[config.mk]
export PLATFORM = sky130hd
export DESIGN_NAME = serial_adder
export DESIGN_NICKNAME = d
export VERILOG_FILES = /design/src/rtl/adder_pkg.sv /design/src/rtl/digit_adder.sv /design/src/rtl/serial_adder.sv
export SDC_FILE = /design/constraint.sdc
export NUM_CORES = 1
export LEC_CHECK = 0
export ABC_AREA = 1
export CORE_MARGIN = 1
export CORE_UTILIZATION = 40
export CTS_BUF_LIST = sky130_fd_sc_hd__clkbuf_8 sky130_fd_sc_hd__clkbuf_16
export CTS_CLUSTER_DIAMETER = 40
export DETAILED_ROUTE_END_ITERATION = 10
export PLACE_DENSITY_LB_ADDON = 0.05
export RECOVER_POWER = 100
export SETUP_SLACK_MARGIN = 0.3
export SYNTH_ARGS = -nofsm -noshare
export SYNTH_HDL_FRONTEND = slang
export SYNTH_SLANG_ARGS = --single-unit
[constraint.sdc]
create_clock -name clk -period 2.9 [get_ports clk]
set_clock_uncertainty 0.2 [all_clocks]
set_input_delay 0.29 -clock clk [delete_from_list [all_inputs] [get_ports clk]]
set_output_delay 0.29 -clock clk [all_outputs]
set_load 0.02 [all_outputs]
[src/rtl/adder_pkg.sv]
// Shared definitions for the serial adder: FSM state encoding and sizing helpers.
// Latency: n/a (compile-time only).
// Backpressure: n/a.
package adder_pkg;

    typedef enum logic [1:0] {
        IDLE = 2'd0,
        RUN  = 2'd1,
        DONE = 2'd2
    } state_t;

    function automatic int calc_steps(input int width, input int digit);
        return width / digit;
    endfunction

    // A single-step operation still needs a 1-bit counter.
    function automatic int calc_cnt_w(input int steps);
        return (steps <= 2) ? 1 : $clog2(steps);
    endfunction

endpackage

[src/rtl/digit_adder.sv]
// Combinational DIGIT-bit ripple-carry adder built from full-adder cells.
// Latency: 0 cycles (pure combinational).
// Backpressure: none.
module digit_adder #(
    parameter int DIGIT = 1
) (
    input  logic [DIGIT-1:0] a,
    input  logic [DIGIT-1:0] b,
    input  logic             ci,
    output logic [DIGIT-1:0] s,
    output logic             co,
    output logic             c_msb
);

    logic [DIGIT:0] c;

    assign c[0] = ci;

    for (genvar i = 0; i < DIGIT; i++) begin : g_fa
        assign s[i]   = a[i] ^ b[i] ^ c[i];
        assign c[i+1] = (a[i] & b[i]) | (c[i] & (a[i] ^ b[i]));
    end

    // Carry into the top cell is exported so the caller can form signed overflow.
    assign co    = c[DIGIT];
    assign c_msb = c[DIGIT-1];

endmodule

[src/rtl/serial_adder.sv]
// Digit-serial add/subtract: WIDTH/DIGIT digits processed per operation, LSB first.
// Latency: done pulses WIDTH/DIGIT cycles after the accepting edge.
// Backpressure: start is ignored while busy; a start during the done cycle is accepted.
module serial_adder
    import adder_pkg::*;
#(
    parameter int WIDTH = 8,
    parameter int DIGIT = 1
) (
    input  logic             clk,
    input  logic             rst_n,
    input  logic             start,
    input  logic [WIDTH-1:0] a,
    input  logic [WIDTH-1:0] b,
    input  logic             ci,
    input  logic             sub,
    output logic             busy,
    output logic             done,
    output logic [WIDTH-1:0] sum,
    output logic             co,
    output logic             ovf
);

    localparam int STEPS = calc_steps(WIDTH, DIGIT);
    localparam int CNT_W = calc_cnt_w(STEPS);
    localparam logic [CNT_W-1:0] LAST = CNT_W'(STEPS - 1);

    if (WIDTH < 2 || WIDTH > 64 || DIGIT < 1 || (WIDTH % DIGIT) != 0) begin : g_bad_params
        $error("serial_adder: WIDTH must be 2..64 and an exact multiple of DIGIT");
    end

    state_t           state_q;
    state_t           state_d;
    logic [WIDTH-1:0] a_sr;
    logic [WIDTH-1:0] b_sr;
    logic [WIDTH-1:0] res_sr;
    logic [WIDTH-1:0] res_nxt;
    logic [WIDTH-1:0] sum_q;
    logic             carry_q;
    logic             co_q;
    logic             ovf_q;
    logic [CNT_W-1:0] cnt_q;
    logic [DIGIT-1:0] dig_s;
    logic             dig_co;
    logic             dig_cmsb;
    logic             accept;
    logic             running;
    logic             last_step;

    assign running   = (state_q == RUN);
    assign accept    = start && !running;
    assign last_step = running && (cnt_q == LAST);

    digit_adder #(
        .DIGIT (DIGIT)
    ) u_digit (
        .a     (a_sr[DIGIT-1:0]),
        .b     (b_sr[DIGIT-1:0]),
        .ci    (carry_q),
        .s     (dig_s),
        .co    (dig_co),
        .c_msb (dig_cmsb)
    );

    // Result digits enter from the MSB side so the final shift lands them in place.
    if (STEPS == 1) begin : g_one_step
        assign res_nxt = dig_s;
    end else begin : g_multi_step
        assign res_nxt = {dig_s, res_sr[WIDTH-1:DIGIT]};
    end

    always_ff @(posedge clk or negedge rst_n) begin
        if (!rst_n) begin
            state_q <= IDLE;
        end else begin
            state_q <= state_d;
        end
    end

    always_comb begin
        state_d = state_q;
        unique case (state_q)
            IDLE:    if (start) state_d = RUN;
            RUN:     if (cnt_q == LAST) state_d = DONE;
            DONE:    state_d = start ? RUN : IDLE;
            default: state_d = IDLE;
        endcase
    end

    always_comb begin
        busy = (state_q == RUN);
        done = (state_q == DONE);
    end

    always_ff @(posedge clk or negedge rst_n) begin
        if (!rst_n) begin
            a_sr    <= '0;
            b_sr    <= '0;
            res_sr  <= '0;
            carry_q <= 1'b0;
            cnt_q   <= '0;
            sum_q   <= '0;
            co_q    <= 1'b0;
            ovf_q   <= 1'b0;
        end else if (accept) begin
            // Subtraction is A + ~B + 1; ci is irrelevant in that mode.
            a_sr    <= a;
            b_sr    <= sub ? ~b : b;
            carry_q <= sub | ci;
            cnt_q   <= '0;
        end else if (running) begin
            a_sr    <= a_sr >> DIGIT;
            b_sr    <= b_sr >> DIGIT;
            res_sr  <= res_nxt;
            carry_q <= dig_co;
            cnt_q   <= cnt_q + CNT_W'(1);
            if (last_step) begin
                sum_q <= res_nxt;
                co_q  <= dig_co;
                ovf_q <= dig_co ^ dig_cmsb;
            end
        end
    end

    assign sum = sum_q;
    assign co  = co_q;
    assign ovf = ovf_q;

endmodule

==> impl_results.html <==
<table>
<tr><th>Metric</th><th>Value</th></tr>
<tr><th colspan="2">Outcome</th></tr>
<tr><td>Outcome</td><td>complete, but fails checks</td></tr>
<tr><td>Violations in the final reports</td><td>DRC</td></tr>
<tr><th colspan="2">GRT</th></tr>
<tr><td>Total track usage</td><td>16.2%</td></tr>
<tr><td>Layer carrying the most global-route usage</td><td>met1</td></tr>
<tr><td>Met1 Usage GRT</td><td>23.6%</td></tr>
<tr><td>Number of global-route vias before repair</td><td>1363</td></tr>
<tr><td>Number of antenna violations at the first check in global routing</td><td>0</td></tr>
<tr><td>First-pass GRT wire length</td><td>6330 um</td></tr>
<tr><td>Largest net degree at the start of global routing</td><td>40</td></tr>
<tr><td>Global Route met2 Usage</td><td>23.0%</td></tr>
<tr><td>Total gr overflow</td><td>0</td></tr>
<tr><td>Met3 routing resource usage after global routing</td><td>4.84%</td></tr>
<tr><th colspan="2">Timing</th></tr>
<tr><td># setup viols final</td><td>0</td></tr>
<tr><td>Minimum period implied by the final worst setup slack</td><td>2.16 ns</td></tr>
<tr><td>Maximum achievable frequency</td><td>0.462 GHz</td></tr>
<tr><td>Worst hold slack across all endpoints</td><td>0.279 ns</td></tr>
<tr><td>Min setup slack post-route</td><td>0.736 ns</td></tr>
<tr><td>Final TNS setup</td><td>0 ns</td></tr>
<tr><td>Part of the cycle the worst path needs</td><td>74.6%</td></tr>
<tr><td>Max Slew Vio Count</td><td>0</td></tr>
<tr><td>Count of final hold-check violations</td><td>0</td></tr>
<tr><td>Transition time at the pin with the least slew margin</td><td>1.08 ns</td></tr>
<tr><td>Relative slew margins</td><td>28.2%</td></tr>
<tr><td>RSZ-0062 raised after global routing</td><td>false</td></tr>
<tr><th colspan="2">Detailed routing</th></tr>
<tr><td>Total wirelength of the detailed-routed design</td><td>3470 um</td></tr>
<tr><td>DR pass1 iterations</td><td>7</td></tr>
<tr><td>Vias</td><td>1418</td></tr>
<tr><td>Remaining antenna violation count</td><td>0</td></tr>
<tr><td>Mean number of vias per cell</td><td>4.77</td></tr>
<tr><td>DRC violation count after routing</td><td>6</td></tr>
<tr><td>Number of DRC markers in iteration 0</td><td>67</td></tr>
<tr><td>Wire length per cell</td><td>11.7 um</td></tr>
<tr><th colspan="2">Die</th></tr>
<tr><td>Height of the chip</td><td>70.7 um</td></tr>
<tr><td>Effective utilization at floorplan</td><td>42.5%</td></tr>
<tr><td>Number of top-level design ports</td><td>33</td></tr>
<tr><td>Width of the chip</td><td>70.7 um</td></tr>
<tr><td>Number of rows created at floorplan</td><td>24</td></tr>
<tr><td>Overall die area</td><td>5000 um2</td></tr>
<tr><td>Placeable core area</td><td>4440 um2</td></tr>
<tr><th colspan="2">Yosys</th></tr>
<tr><td>Distinct cell type count of the synthesized netlist</td><td>24</td></tr>
<tr><td>Mean area per synthesized cell</td><td>8.86 um2</td></tr>
<tr><td>Largest area contributor in the netlist</td><td>sky130_fd_sc_hd__dfrtp_1</td></tr>
<tr><td>Count leader, synth</td><td>sky130_fd_sc_hd__nand2_1</td></tr>
<tr><td>Cell types with the highest counts after synthesis</td><td>74 x sky130_fd_sc_hd__nand2_1, 39 x sky130_fd_sc_hd__dfrtp_1, 29 x sky130_fd_sc_hd__nand3_1</td></tr>
<tr><td>Combinational family with the most area after synthesis</td><td>simple AND/OR/NAND/NOR gates</td></tr>
<tr><td>Sequential-to-total area share from yosys stat</td><td>51.7%</td></tr>
<tr><td>Fraction of post-synthesis cell area in the top cell type by area</td><td>51.7%</td></tr>
<tr><td>Mapped Cells</td><td>213</td></tr>
<tr><td>Netlist area before placement</td><td>1890 um2</td></tr>
<tr><td>Post-Syn Nets</td><td>237</td></tr>
<tr><td>Most used DFF post-synth</td><td>sky130_fd_sc_hd__dfrtp_1</td></tr>
<tr><td>Portion of netlist area occupied by mux cells</td><td>0%</td></tr>
<tr><td>Post-Synth Adder-Cell Area</td><td>2.39%</td></tr>
<tr><td>Number of enable flip-flop cells after synthesis</td><td>0</td></tr>
<tr><td>Simple-Gate Fraction of Synth Area</td><td>30.7%</td></tr>
<tr><td>Compound-Gate Fraction of Synth Area</td><td>6.16%</td></tr>
<tr><td>Post-synthesis register bit count</td><td>39</td></tr>
<tr><td>Xor and xnor fraction of the mapped netlist area</td><td>0.928%</td></tr>
<tr><td>Post-synthesis async set-or-reset flop share</td><td>100%</td></tr>
<tr><td>Top cells by area in the synthesized netlist</td><td>sky130_fd_sc_hd__dfrtp_1 52%, sky130_fd_sc_hd__nand2_1 15%, sky130_fd_sc_hd__nand3_1 7.7%</td></tr>
<tr><td>Synthesis Warnings</td><td>0</td></tr>
<tr><th colspan="2">Critical path</th></tr>
<tr><td>Worst path required time</td><td>2.41 ns</td></tr>
<tr><td>Slowest CP cell</td><td>sky130_fd_sc_hd__dlygate4sd3_1</td></tr>
<tr><td>Register-to-register setup slack</td><td>0.90 ns</td></tr>
<tr><td>Biggest cell delay along the critical path</td><td>0.71 ns</td></tr>
<tr><td>Arrival time at the worst endpoint</td><td>1.67 ns</td></tr>
<tr><td>Critical path depth</td><td>3</td></tr>
<tr><td>Launch instance of the worst register-to-register path</td><td>state_q[0]</td></tr>
<tr><td>Endpoint of the worst-slack reg-to-reg timing path</td><td>sum[0]</td></tr>
<tr><td>Launch point of the critical path</td><td>state_q[0]</td></tr>
<tr><td>Worst path cell trace</td><td>clkinv_1 &gt; nor2_1 &gt; dlygate4sd3_1</td></tr>
<tr><td>Worst Path Class, Setup</td><td>flip-flop to output port</td></tr>
<tr><td>Number of cells traversed by the worst register-to-register path</td><td>7</td></tr>
<tr><td>Top Family by Delay on Critical Path</td><td>buffers and inverters</td></tr>
<tr><td>Worst-path maximum fanout</td><td>5</td></tr>
<tr><td>Number of buffers and inverters on the critical path</td><td>2</td></tr>
<tr><td>Kind of launch point of the worst setup path</td><td>flip-flop</td></tr>
<tr><td>Endpoint kind of the worst setup timing path</td><td>output port</td></tr>
<tr><td>CP Capture Point</td><td>busy</td></tr>
<tr><th colspan="2">Place</th></tr>
<tr><td>Hpwl dp</td><td>2330 um</td></tr>
<tr><td>Worst slack at placement</td><td>0.852 ns</td></tr>
<tr><td>Count of input and output buffers</td><td>32</td></tr>
<tr><td>Weighted congestion reported at the end of routability-driven placement</td><td>0.741</td></tr>
<tr><th colspan="2">Clock tree</th></tr>
<tr><td>Later-pin clock latency in the skew report</td><td>0.29 ns</td></tr>
<tr><td>Buffer cell driving the clock tree root</td><td>sky130_fd_sc_hd__clkbuf_8</td></tr>
<tr><td>Num CTS Buffers</td><td>5</td></tr>
<tr><td>Number of clock sinks seen by CTS</td><td>39</td></tr>
<tr><td>Clock transition at the registers of the reported paths</td><td>0.07 ns</td></tr>
<tr><td>Largest buffer count on any clock path</td><td>2</td></tr>
<tr><td>Count of cells resized by post-cts repair</td><td>0</td></tr>
<tr><td>Clock tree from TritonCTS</td><td>built</td></tr>
<tr><td>H-tree level count</td><td>2</td></tr>
<tr><th colspan="2">Finish</th></tr>
<tr><td>Util after Layout</td><td>51.2%</td></tr>
<tr><td>Nets</td><td>269</td></tr>
<tr><td>Syn-to-layout area delta</td><td>20.4%</td></tr>
<tr><td>Share of cells above drive strength 1</td><td>11.0%</td></tr>
<tr><td>Antenna diode count</td><td>0</td></tr>
<tr><th colspan="2">Power</th></tr>
<tr><td>Power per cell area</td><td>948 nW/um2</td></tr>
<tr><td>Power, Total</td><td>2.16 mW</td></tr>
<tr><td>Lkg Pwr</td><td>1.19 nW</td></tr>
<tr><td>Worst vdd rail ir drop</td><td>0.410 mV</td></tr>
<tr><th colspan="2">Worst hold path</th></tr>
<tr><td>Class of the most critical hold timing path</td><td>flip-flop to flip-flop</td></tr>
<tr><td>Worst Hold Depth</td><td>2</td></tr>
<tr><th colspan="2">Run</th></tr>
<tr><td>MaxCap Viol Count</td><td>0</td></tr>
</table>
[state kept, by name (all words and copies together) (netlist names)]
register / cells
carry_q: 1
res_sr: 7
ovf: 1
co: 1
a_sr: 8
state_q: 2
b_sr: 8
sum: 8
cnt_q: 3
[routing by layer]
layer	up-vias	part of all wire (%)
met2	36	42
met1	642	51
met3	7	5.7
met4	0	1.3
li1	733	-
met5	-	0
[worst min-delay path by stage]
stage | from | endpoint | slack, ns
after global routing | sum[7] | sum[7] | 0.30
after floorplan | rst_n | a_sr[0] | -0.21
after global placement | cnt_q[1] | cnt_q[1] | 0.26
after detailed placement | rst_n | sum[3] | 0.26
final | sum[4] | sum[4] | 0.28
after CTS | cnt_q[1] | cnt_q[1] | 0.29
[worst reg2reg max path: cells and delay by family (launching register included)]
family        cells  cell delay (ns)
simple gates      4             0.69
buf+inv           3             0.62
flops             1             0.42
[timing repair]
action,4_1_cts,5_1_grt
setup buffers,0,0
hold buffers,1,0
hold endpoints to repair,39,0
[final cells by class]
cell class / count / area [um2]
fill: 448 / 2170
sequential: 39 / 976
multi-input combinational: 145 / 722
timing repair buffer: 34 / 333
inverter: 20 / 75.1
clock buffer: 5 / 68.8
tap: 52 / 65.1
clock inverter: 2 / 33.8
[cell usage in the layout, fill, tap and decap left out, types with 2 or more instances in the layout]
cell / instances
sky130_fd_sc_hd__o21ai_2: 2
sky130_fd_sc_hd__clkbuf_8: 5
sky130_fd_sc_hd__dlygate4sd3_1: 13
sky130_fd_sc_hd__clkdlybuf4s50_1: 19
sky130_fd_sc_hd__o21ai_0: 12
sky130_fd_sc_hd__nand3_1: 29
sky130_fd_sc_hd__inv_1: 19
sky130_fd_sc_hd__dfrtp_1: 39
sky130_fd_sc_hd__nand3_2: 7
sky130_fd_sc_hd__ha_1: 2
sky130_fd_sc_hd__nand2_2: 7
sky130_fd_sc_hd__nor2_1: 3
sky130_fd_sc_hd__xor2_1: 2
sky130_fd_sc_hd__nand2_1: 76
[stage by stage]
stage,area [um2],instances
after floorplan,1890,213
after global placement,2200,289
after detailed placement,2200,289
after CTS,2310,297
after global routing,2270,297
final,2270,297
[logic make-up after synthesis]
kind of cell               after synthesis
xor gates and xnor gates                 2
AOI/OAI and AO/OA                       17
DFF                                     39
adders and majority gates                3
and+or+nand+nor                        123
buffers and inverters                   29
[report_power, final]
group | switching (mW) | internal [mW] | leakage (nW)
Combinational | 0.498 | 0.331 | 0.631
Clock | 0.180 | 0.249 | 0.0554
Sequential | 0.128 | 0.771 | 0.500
Power figures use the tool's default switching activity.
